[src/rtl/axis_arb_mux.sv]
// axis_arb_mux: N:1 AXI-stream arbiter/mux (fixed-priority or round-robin, tlast packet lock) with a 2-entry registered skid output.
// Optional idle-lock watchdog is compiled in by defining AXIS_ARB_MUX_TIMEOUT_EN.
module axis_arb_mux #(
  parameter int NUM_FANIN      = 6,
  parameter int DATA_WIDTH     = 256,
  parameter int USER_WIDTH     = 8,
  parameter int CHAN_WIDTH     = $clog2(NUM_FANIN),
  parameter int ARB_MODE       = 1,
  parameter int USE_AXIS_TLAST = 1,
  parameter int TIMEOUT_CYCLES = 1024
) (
  input  logic                             s_axis_clk,
  input  logic                             s_axis_rst_n,
  input  logic [NUM_FANIN-1:0]             s_axis_tvalid,
  output logic [NUM_FANIN-1:0]             s_axis_tready,
  input  logic [NUM_FANIN*DATA_WIDTH-1:0]  s_axis_tdata,
  input  logic [NUM_FANIN-1:0]             s_axis_tlast,
  input  logic [NUM_FANIN*USER_WIDTH-1:0]  s_axis_tuser,
  output logic                             m_axis_tvalid,
  input  logic                             m_axis_tready,
  output logic [DATA_WIDTH-1:0]            m_axis_tdata,
  output logic                             m_axis_tlast,
  output logic [USER_WIDTH+CHAN_WIDTH-1:0] m_axis_tuser,
  output logic [NUM_FANIN-1:0]             arb_timeout_err
);
  localparam int TW = USER_WIDTH + CHAN_WIDTH;
  typedef enum logic {IDLE, LOCK} state_t;
  state_t state;
  logic [CHAN_WIDTH-1:0] gnt_q, rr_ptr, arb_idx, gnt, gnt_nxt;
  logic arb_found, locked, gnt_vld, rdy_en, sp_vld, accept, pop, pkt_end, to_fire;
  logic in_last, sp_last;
  logic [DATA_WIDTH-1:0] tdata_a [NUM_FANIN];
  logic [USER_WIDTH-1:0] tuser_a [NUM_FANIN];
  logic [DATA_WIDTH-1:0] in_data, sp_data;
  logic [TW-1:0] in_user, sp_user;

  if (NUM_FANIN < 2 || NUM_FANIN > 16 || TIMEOUT_CYCLES < 2) begin : g_param_check
    $error("axis_arb_mux: parameter out of range");
  end

  for (genvar i = 0; i < NUM_FANIN; i++) begin : g_unpack
    assign tdata_a[i] = s_axis_tdata[i*DATA_WIDTH +: DATA_WIDTH];
    assign tuser_a[i] = s_axis_tuser[i*USER_WIDTH +: USER_WIDTH];
  end

  function automatic logic [CHAN_WIDTH-1:0] wrap_add(input logic [CHAN_WIDTH-1:0] b, input int k);
    int s = int'(b) + k;
    return CHAN_WIDTH'(s >= NUM_FANIN ? s - NUM_FANIN : s);
  endfunction

  // Mode 0: last hit in an upward scan is the highest index; mode 1: first hit from rr_ptr.
  always_comb begin
    arb_idx   = '0;
    arb_found = 1'b0;
    for (int k = 0; k < NUM_FANIN; k++) begin
      if (ARB_MODE == 0) begin
        if (s_axis_tvalid[k]) begin
          arb_idx   = CHAN_WIDTH'(k);
          arb_found = 1'b1;
        end
      end else if (!arb_found && s_axis_tvalid[wrap_add(rr_ptr, k)]) begin
        arb_idx   = wrap_add(rr_ptr, k);
        arb_found = 1'b1;
      end
    end
  end

  assign locked        = state == LOCK;
  assign gnt           = locked ? gnt_q : arb_idx;
  assign gnt_nxt       = wrap_add(gnt, 1);
  assign gnt_vld       = locked || arb_found;
  assign s_axis_tready = (rdy_en && gnt_vld && !sp_vld) ? NUM_FANIN'(1) << gnt : '0;
  assign accept        = |(s_axis_tready & s_axis_tvalid);
  assign in_data       = tdata_a[gnt];
  assign in_last       = s_axis_tlast[gnt];
  assign in_user       = {tuser_a[gnt], gnt};
  assign pkt_end       = accept && (USE_AXIS_TLAST == 0 || in_last);
  assign pop           = m_axis_tvalid && m_axis_tready;

`ifdef AXIS_ARB_MUX_TIMEOUT_EN
  localparam int TCW = $clog2(TIMEOUT_CYCLES);
  logic [TCW-1:0] idle_cnt;
  logic [NUM_FANIN-1:0] err_q;
  assign to_fire         = locked && !s_axis_tvalid[gnt_q] && idle_cnt == TCW'(TIMEOUT_CYCLES - 1);
  assign arb_timeout_err = err_q;
  always_ff @(posedge s_axis_clk or negedge s_axis_rst_n) begin
    if (!s_axis_rst_n) begin
      idle_cnt <= '0;
      err_q    <= '0;
    end else begin
      idle_cnt <= (!locked || accept || to_fire) ? '0 : idle_cnt + TCW'(!s_axis_tvalid[gnt_q]);
      if (to_fire) err_q[gnt_q] <= 1'b1;
    end
  end
`else
  assign to_fire         = 1'b0;
  assign arb_timeout_err = '0;
`endif

  // rdy_en keeps tready low through reset and the first cycle after release.
  always_ff @(posedge s_axis_clk or negedge s_axis_rst_n) begin
    if (!s_axis_rst_n) begin
      state         <= IDLE;
      gnt_q         <= '0;
      rr_ptr        <= '0;
      rdy_en        <= 1'b0;
      m_axis_tvalid <= 1'b0;
      m_axis_tdata  <= '0;
      m_axis_tlast  <= 1'b0;
      m_axis_tuser  <= '0;
      sp_vld        <= 1'b0;
      sp_data       <= '0;
      sp_last       <= 1'b0;
      sp_user       <= '0;
    end else begin
      rdy_en <= 1'b1;
      if (accept) begin
        gnt_q <= gnt;
        state <= (USE_AXIS_TLAST != 0 && !in_last) ? LOCK : IDLE;
      end else if (to_fire) begin
        state <= IDLE;
      end
      if (pkt_end || to_fire) rr_ptr <= gnt_nxt;
      if (sp_vld) begin
        if (pop) begin
          m_axis_tdata <= sp_data;
          m_axis_tlast <= sp_last;
          m_axis_tuser <= sp_user;
          sp_vld       <= 1'b0;
        end
      end else if (accept && (!m_axis_tvalid || pop)) begin
        m_axis_tvalid <= 1'b1;
        m_axis_tdata  <= in_data;
        m_axis_tlast  <= in_last;
        m_axis_tuser  <= in_user;
      end else if (accept) begin
        sp_vld  <= 1'b1;
        sp_data <= in_data;
        sp_last <= in_last;
        sp_user <= in_user;
      end else if (pop) begin
        m_axis_tvalid <= 1'b0;
      end
    end
  end
endmodule

[config.mk]
export PLATFORM = sky130hd
export DESIGN_NAME = axis_arb_mux
export DESIGN_NICKNAME = d
export VERILOG_FILES = /design/src/rtl/axis_arb_mux.sv
export SDC_FILE = /design/constraint.sdc
export NUM_CORES = 2
export LEC_CHECK = 0
export ABC_AREA = 1
export BUFFER_PORTS_ARGS = -buffer_cell sky130_fd_sc_hd__buf_2
export CAP_MARGIN = 10
export CORE_AREA = 2 2 732 734
export DETAILED_ROUTE_END_ITERATION = 6
export DIE_AREA = 0 0 734 736
export PLACE_DENSITY = 0.3
export SYNTH_ARGS = -nofsm -noshare
export SYNTH_HDL_FRONTEND = slang
export SYNTH_SLANG_ARGS = --single-unit
[constraint.sdc]
create_clock -name s_axis_clk -period 7.5 [get_ports s_axis_clk]
set_input_delay 0.75 -clock s_axis_clk [delete_from_list [all_inputs] [get_ports s_axis_clk]]
set_output_delay 0.75 -clock s_axis_clk [all_outputs]
set_load 0.02 [all_outputs]
-- Word level (Yosys, flattened, before mapping)
Index checks and enable logic that the tools add are counted.
- memories: 0
- latch bits: 0
- register bits after elaboration: 546
- bits in writable memories: 0
- ROM bits: 0
- output and inout bits: 281
- $add $sub $neg: 13
- div/mod/pow operators: 0
- mux-type cells: 58
- bitwise gates (word level): 4
- shift operators: 1
- reduce and logical (&&, ||, !) cells: 25
- $mul: 0
- $lt $le $gt $ge: 15
- eq/ne operators: 2
- operator list (cell ; number):
    $mux 256 ; 5
    $bmux 256 s3 ; 1
    $mux 3 ; 14
    $mux 11 ; 3
    $lt 3x4->1 const B ; 7
    $bmux 8 s3 ; 1
    $ge 4x3->1 const B ; 6
    $mux 1 ; 24
    $bmux 1 s3 ; 7
    $sub 3x3->3 const B ; 7
    $mux 8 ; 2
    $logic_and 1x1->1 ; 10
    $add 3x1->4 const B ; 2
    $add 3x2->4 const B ; 2
    $add 3x3->4 const B ; 2
    $logic_not 1->1 ; 7
    $and 6x6->6 ; 1
    $mux 6 ; 1
    $reduce_and 3->1 ; 2
    $reduce_or 6->1 ; 1
    $shl 1x3->6 const A ; 1
    $ge 4x4->1 const B ; 1
    $ne 2x1->1 const B ; 2
    $not 3->4 ; 1
    other kinds (5) ; 8

-- Depth between registers and ports, before layout
- word-level depth: 29
- depth in mapped cells: 37
- gate-level depth less buffers: 31

-- Worst setup path after synthesis
Ideal clock, no wire load.
- path type: reg2reg
- start: register rr_ptr[0]
- end: register sp_data[185]
- data required time: 7.383 ns
- path buffers: 8
- library setup time: 0.117 ns
- cell stages (with the launch flop): 36
- data arrival time: 4.265 ns
- path slack: 3.118 ns
- clock period less this slack: 4.382 ns
- path through: dfrtp_1 > inv_2 > buf_4 > ha_1 > buf_2 > inv_1 > nand3_1 > nand2_1 > inv_1 > nand2_1 > nand2_1 > nand3_1 > nand2_2 > nor2_4 > nand4_1 > nor2_1 > nor2_1 > nand2_1 > nand2_1 > buf_2 > buf_2 > buf_1 > nor2_1 > ha_1 > inv_1 > nor2_1 > nand2_1 > nand2_1 > nor2_1 > nand2_4 > nand2_1 > buf_2 > buf_6 > buf_2 > nand2_1 > nand2_1
- word-level cells in the longest chain between the ends: 29
- elaborated cells on any way between the ends: 72
- RTL lines (element ; line ; source):
    start: declaration ; 29 ; logic [CHAN_WIDTH-1:0] gnt_q, rr_ptr, arb_idx, gnt, gnt_nxt;
    start signal: assignment ; 123 ; if (pkt_end || to_fire) rr_ptr <= gnt_nxt;
    branches (longest 23 deep; another with $add 3x1->4) ; -- ;
    $mux 6 (*) ; 72 ; assign s_axis_tready = (rdy_en && gnt_vld && !sp_vld) ? NUM_FANIN'(1) << gnt : '0;
    named net s_axis_tready[3] ; 15 ; output logic [NUM_FANIN-1:0] s_axis_tready,
    $and 6x6->6 (*) ; 73 ; assign accept = |(s_axis_tready & s_axis_tvalid);
    $reduce_or 6->1 (*) ; 73 ;
    $logic_and 1x1->1 ; 131 ; end else if (accept && (!m_axis_tvalid || pop)) begin
    $not 1->1 (no source line) ; -- ;
    $reduce_and 3->1 (no source line) (*) ; -- ;
    end signal: assignment ; 138 ; sp_data <= in_data;
    end: declaration ; 34 ; logic [DATA_WIDTH-1:0] in_data, sp_data;
Mark *: on every way through the listed nets, which the timed path passes. The select of a mux whose other input is x is not followed.
A chain may end at the register's enable or synchronous reset.

-- Worst setup path after layout
- start: register rr_ptr[1]
- end: register m_axis_tdata[90]
- word-level cells in the longest chain between the ends: 29
- elaborated cells on any way between the ends: 74
- RTL lines (element ; line ; source):
    branches (longest 29 deep; another with $add 3x1->4) ; -- ;
    end signal: assignment ; 126 ; m_axis_tdata <= sp_data;
    end signal: assignment ; 133 ; m_axis_tdata <= in_data;
    end: declaration ; 21 ; output logic [DATA_WIDTH-1:0] m_axis_tdata,
Parallel ways; which one is timed is not known. The select of a mux whose other input is x is not followed.

==> run metrics <==
synthesis-to-finish area growth 46.98%; register area 13670 µm²; Die Ht 736 µm; Hold Path Class input pin to flop; PostCTS Resize Cnt 0; Yosys cell types 34; worst path bufs/invs 5; Power Density 541.3 nW/µm²; max_cap viols 0; multi-input gate area in the final layout 25100 µm²; Vias per Instance 3.394; Die Wd 734 µm; Clk pin slew, worst setup/hold paths 60 ps; final hold vios 0; fill count 63560; share of cells above drive strength 1 0.2249; Initial Util 0.08144; CP max stage delay 490 ps; first-pass GRT wire length 528300 µm; clock latency on the worst-skew pair 820 ps; total gr overflow 0; crit end category flop; CTS tree yes; Cells after Synth 7982; number of global-route vias before repair 53700; NumNets Final 11140; Most Frequent Cell on Critical Path nand2_1; gpl congestion 0.8966; Yosys reg bits 546; sequential fraction of the synthesis area 0.3154; pin count of the biggest net entering global routing 147; vias 56750; worst clock skew 58.52 ps; Post-Route WL 413000 µm; Slowest-stage cell, CP dfrtp_1; clock tree sinks 546; # setup viols final 0; most frequent cells in the layout nand2_1, buf_2, nand3_1; H-tree depth 3; setup bufs post-CTS 0; Worst path top cell family by delay simple AND/OR/NAND/NOR gates; Final Cycle Share 0.7602; mapped cell area 43310 µm²; detailed placement HPWL 340100 µm; post-synthesis average cell area 5.426 µm²; final antenna-violating net count 0; Final Max Tran Viols 0; Crit Path Class flop to flop; CP Launch Type flop; Core ar. 531800 µm²; Max Root-Sink Buffers 4; Rows 268; initial antenna violation count 301; WHS 369.0 ps; outcome finished clean; Slew headroom 0.2854; RSZ-0062 raised after global routing false; most common cell after layout, fill and taps aside nand2_1; input/output buffers 1873; critical path arrival 6360 ps; largest cells by area after synthesis nand2_1, dfrtp_1, nand3_1; cts hold-fix bufs 1; Leak 37.49 nW; Worst EP required 8160 ps; Initial DRC Count 5243; area leader, netlist nand2_1; DRC 0; CTS Buf Count 87; CTS Root Buffer Type clkbuf_16; GRT Overall Usage 0.1452; drt wl/cell 24.70 µm; worst-margin pin slew 1072 ps; Pre-antenna DRT Iters 6; die area 540200 µm²; total I/O pin count 1880; Peak VDD IR 415.0 µV; synth warn 0; fmax 175.4 MHz; post-synth top area share 0.4681; setup_tns 0 ps; Worst Path Max Fanout 49; min Tclk post-route 5702 ps
## cell families (layout without fill, tap and decap cells)
group                    after synthesis  count (layout)  share of synthesized area
XOR/XNOR                               2               2                  0.0004045
adder cells (fa/ha/maj)                8               8                   0.002311
flip-flops                           546             546                     0.3154
AND/OR/NAND/NOR                     6288            6288                     0.5707
other                                  2             112                  0.0001734
AO/OA/AOI/OAI                         27              27                   0.003496
buffers and inverters               1109            2719                     0.1075
## path summary, 6_finish.rpt
| path | end | slack, ps | from | cells past startpoint |
|---|---|---|---|---|
| max | m_axis_tdata[90] | 1800 | rr_ptr[1] | 31 |
| min | sp_data[192] | 370 | m_axis_tready | 4 |
| max reg2reg | m_axis_tdata[90] | 1800 | rr_ptr[1] | 31 |
| min reg2reg | sp_data[34] | 470 | sp_data[34] | 2 |
| max in group asynchronous | sp_vld | 5030 | s_axis_rst_n | 4 |
| min in group asynchronous | sp_data[32] | 480 | s_axis_rst_n | 2 |
## stage by stage
stage	power [mW]	utilization	setup WS, ps	std cells	instance area [µm²]
global route	37.46	0.1193	1150	16630	63430
global placement	30.71	0.1136	1778	16470	60430
finish	34.46	0.1197	1798	16720	63660
floorplan	18.21	-	3118	7987	43330
detailed placement	30.55	0.1136	1794	16470	60430
CTS	35.24	0.1192	1688	16620	63400
## worst register-to-register path, delay by kind of cell (launching register included)
family                   cells  cell delay (ps)
AND/OR/NAND/NOR             24             3320
flip-flops                   1              490
adder cells (fa/ha/maj)      2              670
buffers and inverters        5             1070
## where the power goes
part | leakage [nW] | internal [mW] | switching, mW | total [mW]
sequential | 7.20 | 4.09 | 0.723 | 4.81
combinational | 28.9 | 5.59 | 19.6 | 25.2
clock | 1.43 | 2.69 | 1.78 | 4.47
total | 37.5 | 12.4 | 22.1 | 34.5
## sequential cells by signal (all words and copies together) (netlist names)
signal         count
locked             1
m_axis_tdata     256
sp_data          256
rdy_en             1
gnt_q              3
sp_user           11
sp_vld             1
m_axis_tlast       1
m_axis_tuser      11
rr_ptr             3
m_axis_tvalid      1
sp_last            1
## area by class of cell
class | count | share of cell area
diodes | 105 | 0.004127
clock buffers | 125 | 0.03929
clock inverters | 25 | 0.007252
inverters | 570 | 0.03408
multi-input cells | 6332 | 0.3942
flip-flops and latches | 546 | 0.2147
well taps | 7020 | 0.1380
repair buffers | 1999 | 0.1684
## synthesized netlist by cell type (all sizes together)
library cell	number
nor2	32
conb	2
clkinv	1
nand2	5411
xnor2	1
dfrtp	546
nor3	2
buf	305
a21boi	1
a22oi	1
clkbuf	234
o21a	1
nand3	837
o21ai	18
inv	569
o211ai	1
o21bai	1
xor2	1
ha	8
nand4	5
a21oi	4
or2	1
## metal layers
metal / track usage / vias up / routed length [µm]
li1: - / 27100 / -
met2: 0.2062 / 2278 / 164400
met3: 0.05517 / 530 / 40170
met1: 0.2079 / 26700 / 199300
met5: 0 / - / 918
met4: 0.02435 / 144 / 8100
No activity file was read; power rests on OpenSTA's default activity.
